==> config.mk <==
export PLATFORM = sky130hd
export DESIGN_NAME = multi_btn_debounce
export DESIGN_NICKNAME = d
export VERILOG_FILES = /design/src/rtl/multi_btn_debounce.sv
export SDC_FILE = /design/constraint.sdc
export NUM_CORES = 1
export LEC_CHECK = 0
export ABC_CLOCK_PERIOD_IN_PS = 2250
export CAP_MARGIN = 20
export CORE_ASPECT_RATIO = 2
export CORE_MARGIN = 1.5
export CORE_UTILIZATION = 55
export DETAILED_ROUTE_END_ITERATION = 12
export PLACE_DENSITY = 0.82
export SKIP_LAST_GASP = 1
export SLEW_MARGIN = 30
export SYNTH_ARGS = -nofsm -noshare
export SYNTH_HDL_FRONTEND = slang
export SYNTH_SLANG_ARGS = --single-unit
==> constraint.sdc <==
create_clock -name clk -period 2.25 [get_ports clk]
set_clock_uncertainty 0.2 [all_clocks]
set_input_delay 0.45 -clock clk [delete_from_list [all_inputs] [get_ports clk]]
set_output_delay 0.45 -clock clk [all_outputs]
set_load 0.02 [all_outputs]
==> src/rtl/multi_btn_debounce.sv <==
// Multi-channel button debouncer: per-channel synchroniser, four-state debounce FSM, press/release pulses.
// Optional auto-repeat of btn_press while held is enabled by defining BTN_AUTOREPEAT_EN.
module multi_btn_debounce #(
  parameter int NUM_BTNS        = 5,
  parameter int SYNC_STAGES     = 3,
  parameter int DEBOUNCE_CYCLES = 1000000,
  parameter int REPEAT_DELAY    = 50000000,
  parameter int REPEAT_PERIOD   = 10000000
) (
  input  logic                clk,
  input  logic                rst_n,
  input  logic [NUM_BTNS-1:0] btn_in,
  output logic [NUM_BTNS-1:0] btn_state,
  output logic [NUM_BTNS-1:0] btn_press,
  output logic [NUM_BTNS-1:0] btn_release
);

  localparam int CW = $clog2(DEBOUNCE_CYCLES + 1);
  localparam logic [CW-1:0] CNT_LAST = CW'(DEBOUNCE_CYCLES - 1);
  localparam bit CFG_OK = (NUM_BTNS >= 1) && (NUM_BTNS <= 32) &&
                          (SYNC_STAGES >= 2) && (SYNC_STAGES <= 4) &&
                          (DEBOUNCE_CYCLES >= 1) &&
                          (REPEAT_DELAY >= 1) && (REPEAT_PERIOD >= 1);

  if (!CFG_OK) begin : g_bad_cfg
    $error("multi_btn_debounce: parameter out of range");
  end

`ifdef BTN_AUTOREPEAT_EN
  localparam int RMAX = (REPEAT_DELAY > REPEAT_PERIOD) ? REPEAT_DELAY : REPEAT_PERIOD;
  localparam int RW   = $clog2(RMAX + 1);
  localparam logic [RW-1:0] DELAY_LAST  = RW'(REPEAT_DELAY - 1);
  localparam logic [RW-1:0] PERIOD_LAST = RW'(REPEAT_PERIOD - 1);
`endif

  typedef enum logic [1:0] {LOW, LOW_TO_HIGH, HIGH, HIGH_TO_LOW} state_t;

  for (genvar i = 0; i < NUM_BTNS; i++) begin : g_chan
    logic [SYNC_STAGES-1:0] sync;
    logic                   sync_q;
    state_t                 state;
    logic [CW-1:0]          cnt;
    logic                   st;
    logic                   press;
    logic                   rel;
`ifdef BTN_AUTOREPEAT_EN
    logic [RW-1:0]          rep;
    logic                   repeating;
`endif

    always_ff @(posedge clk or negedge rst_n) begin
      if (!rst_n) sync <= '0;
      else        sync <= {sync[SYNC_STAGES-2:0], btn_in[i]};
    end

    assign sync_q = sync[SYNC_STAGES-1];

    // A level change is accepted only after DEBOUNCE_CYCLES consecutive mismatched samples.
    always_ff @(posedge clk or negedge rst_n) begin
      if (!rst_n) begin
        state <= LOW;
        cnt   <= '0;
        st    <= 1'b0;
        press <= 1'b0;
        rel   <= 1'b0;
`ifdef BTN_AUTOREPEAT_EN
        rep       <= '0;
        repeating <= 1'b0;
`endif
      end else begin
        press <= 1'b0;
        rel   <= 1'b0;
        case (state)
          LOW: begin
            cnt <= '0;
            if (sync_q) begin
              if (DEBOUNCE_CYCLES == 1) begin
                state <= HIGH;
                st    <= 1'b1;
                press <= 1'b1;
              end else begin
                state <= LOW_TO_HIGH;
                cnt   <= CW'(1);
              end
            end
          end
          LOW_TO_HIGH: begin
            if (!sync_q) begin
              state <= LOW;
              cnt   <= '0;
            end else if (cnt == CNT_LAST) begin
              state <= HIGH;
              cnt   <= '0;
              st    <= 1'b1;
              press <= 1'b1;
            end else begin
              cnt <= cnt + 1'b1;
            end
          end
          HIGH: begin
            cnt <= '0;
            if (!sync_q) begin
              if (DEBOUNCE_CYCLES == 1) begin
                state <= LOW;
                st    <= 1'b0;
                rel   <= 1'b1;
`ifdef BTN_AUTOREPEAT_EN
                rep       <= '0;
                repeating <= 1'b0;
`endif
              end else begin
                state <= HIGH_TO_LOW;
                cnt   <= CW'(1);
              end
            end
`ifdef BTN_AUTOREPEAT_EN
            // The first repeat waits REPEAT_DELAY cycles, later ones REPEAT_PERIOD.
            else if (rep == (repeating ? PERIOD_LAST : DELAY_LAST)) begin
              press     <= 1'b1;
              rep       <= '0;
              repeating <= 1'b1;
            end else begin
              rep <= rep + 1'b1;
            end
`endif
          end
          HIGH_TO_LOW: begin
            if (sync_q) begin
              state <= HIGH;
              cnt   <= '0;
            end else if (cnt == CNT_LAST) begin
              state <= LOW;
              cnt   <= '0;
              st    <= 1'b0;
              rel   <= 1'b1;
`ifdef BTN_AUTOREPEAT_EN
              rep       <= '0;
              repeating <= 1'b0;
`endif
            end else begin
              cnt <= cnt + 1'b1;
            end
          end
          default: begin
            state <= LOW;
            cnt   <= '0;
            st    <= 1'b0;
          end
        endcase
      end
    end

    assign btn_state[i]   = st;
    assign btn_press[i]   = press;
    assign btn_release[i] = rel;
  end

endmodule

* Word-level counts from Yosys, hierarchy flattened *
Index checks and enable logic that the tools add are counted.

word-level totals
  register bits = 140
  bits in latches = 0
  memory bits (writable) = 0
  memory bits (read-only) = 0
  output and inout port bits = 15
  memories kept = 0

operators by class
  $add $sub $neg = 5
  multiply operators = 0
  div/mod/pow operators = 0
  order comparisons = 0
  equality and inequality tests = 60
  shift operators = 0
  muxes and demuxes = 115
  bitwise operators = 0
  reductions and logical operators = 20

operators with widths
  cell                                                                   count
  20-bit one-hot mux with 4 select lines                                 5
  20-bit 2-to-1 mux                                                      15
  20-bit by 1-bit adder with 20-bit output, second input constant        5
  20-bit equality test, second input constant                            5
  2-bit 2-to-1 mux                                                       30
  2-bit != test, second input constant                                   30
  1-bit 2-to-1 mux                                                       55
  2-bit one-hot mux with 4 select lines                                  5
  3-bit != test, second input constant                                   10
  5-bit AND reduction                                                    5
  2-bit equality test, second input constant                             10
  4-bit AND reduction                                                    5
  2-bit by 1-bit equality test with 1-bit output, second input constant  5
  2-bit logical NOT                                                      5
  1-bit one-hot mux with 2 select lines                                  5
  2-bit nonzero test                                                     5

* Logic depth before layout (Yosys ltp) *
  depth after elaboration = 4
  mapped depth = 7

* Worst setup path after synthesis *
No wires, ideal clock.

  path type = register to register
  start = register g_chan[2].cnt[0]
  end = register g_chan[2].st
  arrival time = 1.874 ns
  data required time = 1.926 ns
  setup slack = 0.052 ns
  cell stages (with the launch flop) = 6
  path buffers = 0
  period minus slack after synthesis = 2.198 ns
  cells stage by stage = dfrtp_1 > ha_1 > nand2_1 > or4_1 > or2_2 > a211o_1

between the ends
  word-level cells in the longest chain between the ends = 3
  elaborated cells between the ends (all ways) = 4
  those cells by class = eq/ne: 3; reduce/logical: 1

RTL lines
  what                               RTL line  text
  start, declared                    42        logic [CW-1:0] cnt;
  start signal, assigned             97        cnt <= cnt + 1'b1;
  start signal, assigned             141       cnt <= cnt + 1'b1;
  20-bit equality test (*)           91, 131
  2-bit != test (no line)            --
  5-bit AND reduction (no line) (*)  --
  end signal, assigned               94        st <= 1'b1;
  end signal, assigned               105       st <= 1'b0;
  end signal, assigned               134       st <= 1'b0;
  end, declared                      43        logic st;

Every way passes the cells marked *; elsewhere a longest branch is shown, timed or not.
A chain may end at the register's enable or synchronous reset.

* Worst setup path after layout *
  start = register g_chan[4].cnt[0]
  end = register g_chan[4].cnt[14]

between the ends
  word-level cells in the longest chain between the ends = 4
  elaborated cells between the ends (all ways) = 6
  those cells by class = add/sub: 1; eq/ne: 1; mux: 4

RTL lines
  what                                                                                     RTL line  text
  start, declared                                                                          42
  start signal, assigned                                                                   97
  start signal, assigned                                                                   141
  20-bit by 1-bit adder with 20-bit output / 20-bit equality test (equally long branches)  --
  20-bit 2-to-1 mux (*)                                                                    91, 131
  20-bit 2-to-1 mux (on tied branches)                                                     128, 88
  20-bit one-hot mux with 4 select lines (*)                                               73        case (state)

Marked as above.

==> flow_summary.yaml <==
grt:
  gr-total-overflow: 0
  grt_pass1_wl_um: 23210
  track_usage: 0.2361
  grt_max_degree: 50
  grt_pass1_vias: 5179
  antenna_found_initial: 0
timing:
  hold_viol_final: 0
  finalCritPeriodShare: 0.9670
  tns_ns: 0
  tightestPinTransition_ns: 0.5433
  fmax_mhz: 459.6
  max-slew-margin-rel: 0.6345
  rsz0062_at_grt: "true"
  slew_violations: 0
  worst_hold_slack_ns: 0.1504
  setup_viol: 0
  min_period_ns: 2.176
clock_network:
  cts-htree-levels: 4
  clockRootBuffer: "clkbuf_16"
  clkTransAtPathRegs_ns: 0.06
  clkLatencyLatePin_ns: 0.42
  post_cts_buffers: 0
  cts_tree: "done"
  cts.path.max_buffers: 2
  cts_sinks: 140
  cts_buffers: 17
synth:
  synth_adder_area_share: 0.009590
  synth-async-reset-ratio: 1.000
  synth_top_family_by_area: "simple AND/OR/NAND/NOR gates"
  synth_edf_count: 0
  synth_xor_area_frac: 0.08861
  synth_compound_area_frac: 0.07921
  postSynthAreaPerCell_um2: 10.05
  syn-cell-area_mm2: 0.006524
  synth_cell_types: 51
  synth_nets: 661
  synth-seq-cells: 140
  synth-simple-area-share: 0.2369
  syn_inst: 649
  ys.flop_type: "dfrtp_1"
  synthMuxAreaShare: 0.006904
  ys_warn_count: 0
  synth-seq-area-share: 0.5370
setup_path:
  rr_worst_depth: 5
  start_kind: "register"
  crit_arrival_ns: 2.32
  crit_type: "register to register"
  cp_num_buf_inv: 0
  cp_max_fo: 7
  path_delay_family: "simple AND/OR/NAND/NOR gates"
  worstSetupPathDepth: 5
  end_kind: "register"
  crit_required_ns: 2.39
  path_cells: "ha_1 > nand4_1 > or4_4 > or3_1 > a21oi_1"
  crit_slowest_cell: "or4_4"
  cp_slowest_stage_delay_ns: 0.60
finish:
  antenna_cells: 0
  synthToLayoutAreaGrowth_pct: 17.11
  num-nets-final: 700
  fill_cells: 888
  drive_gt1_frac: 0.1114
  fin_cells: 845
  seq_area_mm2: 0.003503
  multi_input_area_mm2: 0.002773
  design_area_mm2: 0.007640
status:
  status: "complete, no violations"
place:
  dp_hpwl_um: 9119
  port_buffers: 21
  placed_cell_area_mm2: 0.006953
  place_inst: 813
  place_congestion: 0.8895
floorplanning:
  die_width_um: 80.01
  die_height_um: 157.0
  die_area_mm2: 0.01256
  rows: 56
  start_util: 0.5609
  core_mm2: 0.01163
  ios: 22
power:
  power_density_mw_per_mm2: 755.1
  max-vdd-ir-drop_uv: 600.1
  p_leak_nw: 3.043
route:
  drt-initial-drc-count: 245
  drt_first_pass_iters: 5
  drtAntennaViolNets: 0
  vias_per_cell: 5.922
  wirelength_um: 13540
  drc: 0
  drt-wirelength-per-cell_um: 16.03
  vias: 5004
job:
  drv_cap: 0
hold_path:
  min_path_type: "register to register"
  hold-path-cell-count: 0
==> metal layers <==
metal  GRT usage  vias to the layer above  part of all wire
met5           0                        -                 0
met4      0.1199                        0             0.032
met3     0.05507                       38             0.032
met2      0.4166                      133              0.56
met1      0.2581                     2466              0.38
li1            -                     2367                 -
==> where the power goes <==
part	leakage (nW)	total, mW	internal [mW]	switching (mW)
clock network	0.315	3.03	2.00	1.03
registers	1.90	2.58	2.55	0.0281
logic	0.830	0.157	0.0516	0.105
==> synth_stat cells, drive strengths merged, types with 22 or more instances <==
| master | count | area [µm²] |
|---|---|---|
| nand3 | 38 | 200.2 |
| dfrtp | 140 | 3503 |
| nand4 | 22 | 143.9 |
| xor2 | 23 | 201.4 |
| xnor2 | 43 | 376.6 |
| o21ai | 29 | 145.1 |
| a21oi | 30 | 150.1 |
| nor2 | 79 | 296.5 |
| or3 | 25 | 157.6 |
| buf | 23 | 153.9 |
| inv | 25 | 93.84 |
| nand2 | 40 | 150.1 |
==> layout by cell type (no fill, tap or decap), types with 5 or more instances in the layout <==
cell,Yosys,layout
and3_1,9,9
and4_1,7,7
dfrtp_1,140,140
nor3_1,19,18
clkdlybuf4s50_1,0,20
inv_1,25,25
nand3_1,36,36
xor2_1,23,23
o21ai_0,27,27
nand4_1,21,21
ha_1,5,5
nor2_1,79,78
nor4_1,21,21
or4_1,12,9
or3_1,24,24
clkbuf_8,0,5
nand2_1,40,40
clkbuf_16,0,17
a21oi_1,30,30
xnor2_1,43,43
o31ai_1,6,6
buf_4,16,26
==> cell families (layout without fill, tap and decap cells) <==
kind of cell               count (synthesis)  after routing
and+or+nand+nor                          293            293
DFF                                      140            140
AOI/OAI and AO/OA                         87             87
xor gates and xnor gates                  66             66
buffers and inverters                     54            105
adders and majority gates                  5              5
muxes                                      4              4
==> flip-flops by register name (all words and copies together) (netlist names), named ones only <==
signal / cells
g_chan.sync: 15
g_chan.rel: 5
g_chan.press: 5
g_chan.state: 5
g_chan.cnt: 100
g_chan.st: 5
==> per-stage QoR <==
stage	total power, mW	setup WS [ns]	utilization
2_1_floorplan	2.681	0.05184	-
3_3_place_gp	2.773	0.1140	0.5978
3_5_place_dp	2.781	0.05997	0.5978
4_1_cts	5.816	0.05164	0.6547
5_1_grt	5.959	-0.02918	0.6568
6_report	5.768	0.07429	0.6568
==> area by class of cell <==
cell class | instances | share of cell area
clock buffer | 22 | 0.06469
inverter | 25 | 0.01228
timing repair buffer | 49 | 0.05716
clock inverter | 9 | 0.02064
multi-input combinational | 455 | 0.3629
sequential | 140 | 0.4586
tap | 145 | 0.02375
==> path summary, 6_finish.rpt <==
check | to | from | slack (ns)
worst max register to register | g_chan[4].cnt[14] | g_chan[4].cnt[0] | 0.07
max in group asynchronous | g_chan[2].cnt[3] | rst_n | 0.79
worst max-delay path | g_chan[4].cnt[14] | g_chan[4].cnt[0] | 0.07
min in group asynchronous | g_chan[1].cnt[5] | rst_n | 0.32
worst min register to register | g_chan[3].sync[2] | g_chan[3].sync[1] | 0.15
worst min-delay path | g_chan[3].sync[2] | g_chan[3].sync[1] | 0.15
==> worst register-to-register path: stages (launching register included) <==
cell     delay, ns
dfrtp_1       0.38
ha_1          0.25
nand4_1       0.13
or4_4         0.60
or3_1         0.37
a21oi_1       0.17
==> what timing repair did <==
item                       4_1_cts  5_1_grt
hold buffers                     1        0
setup endpoints to repair        0       20
resized for setup                0        6
hold endpoints to repair        45        0
No activity file was read; power rests on OpenSTA's default activity.
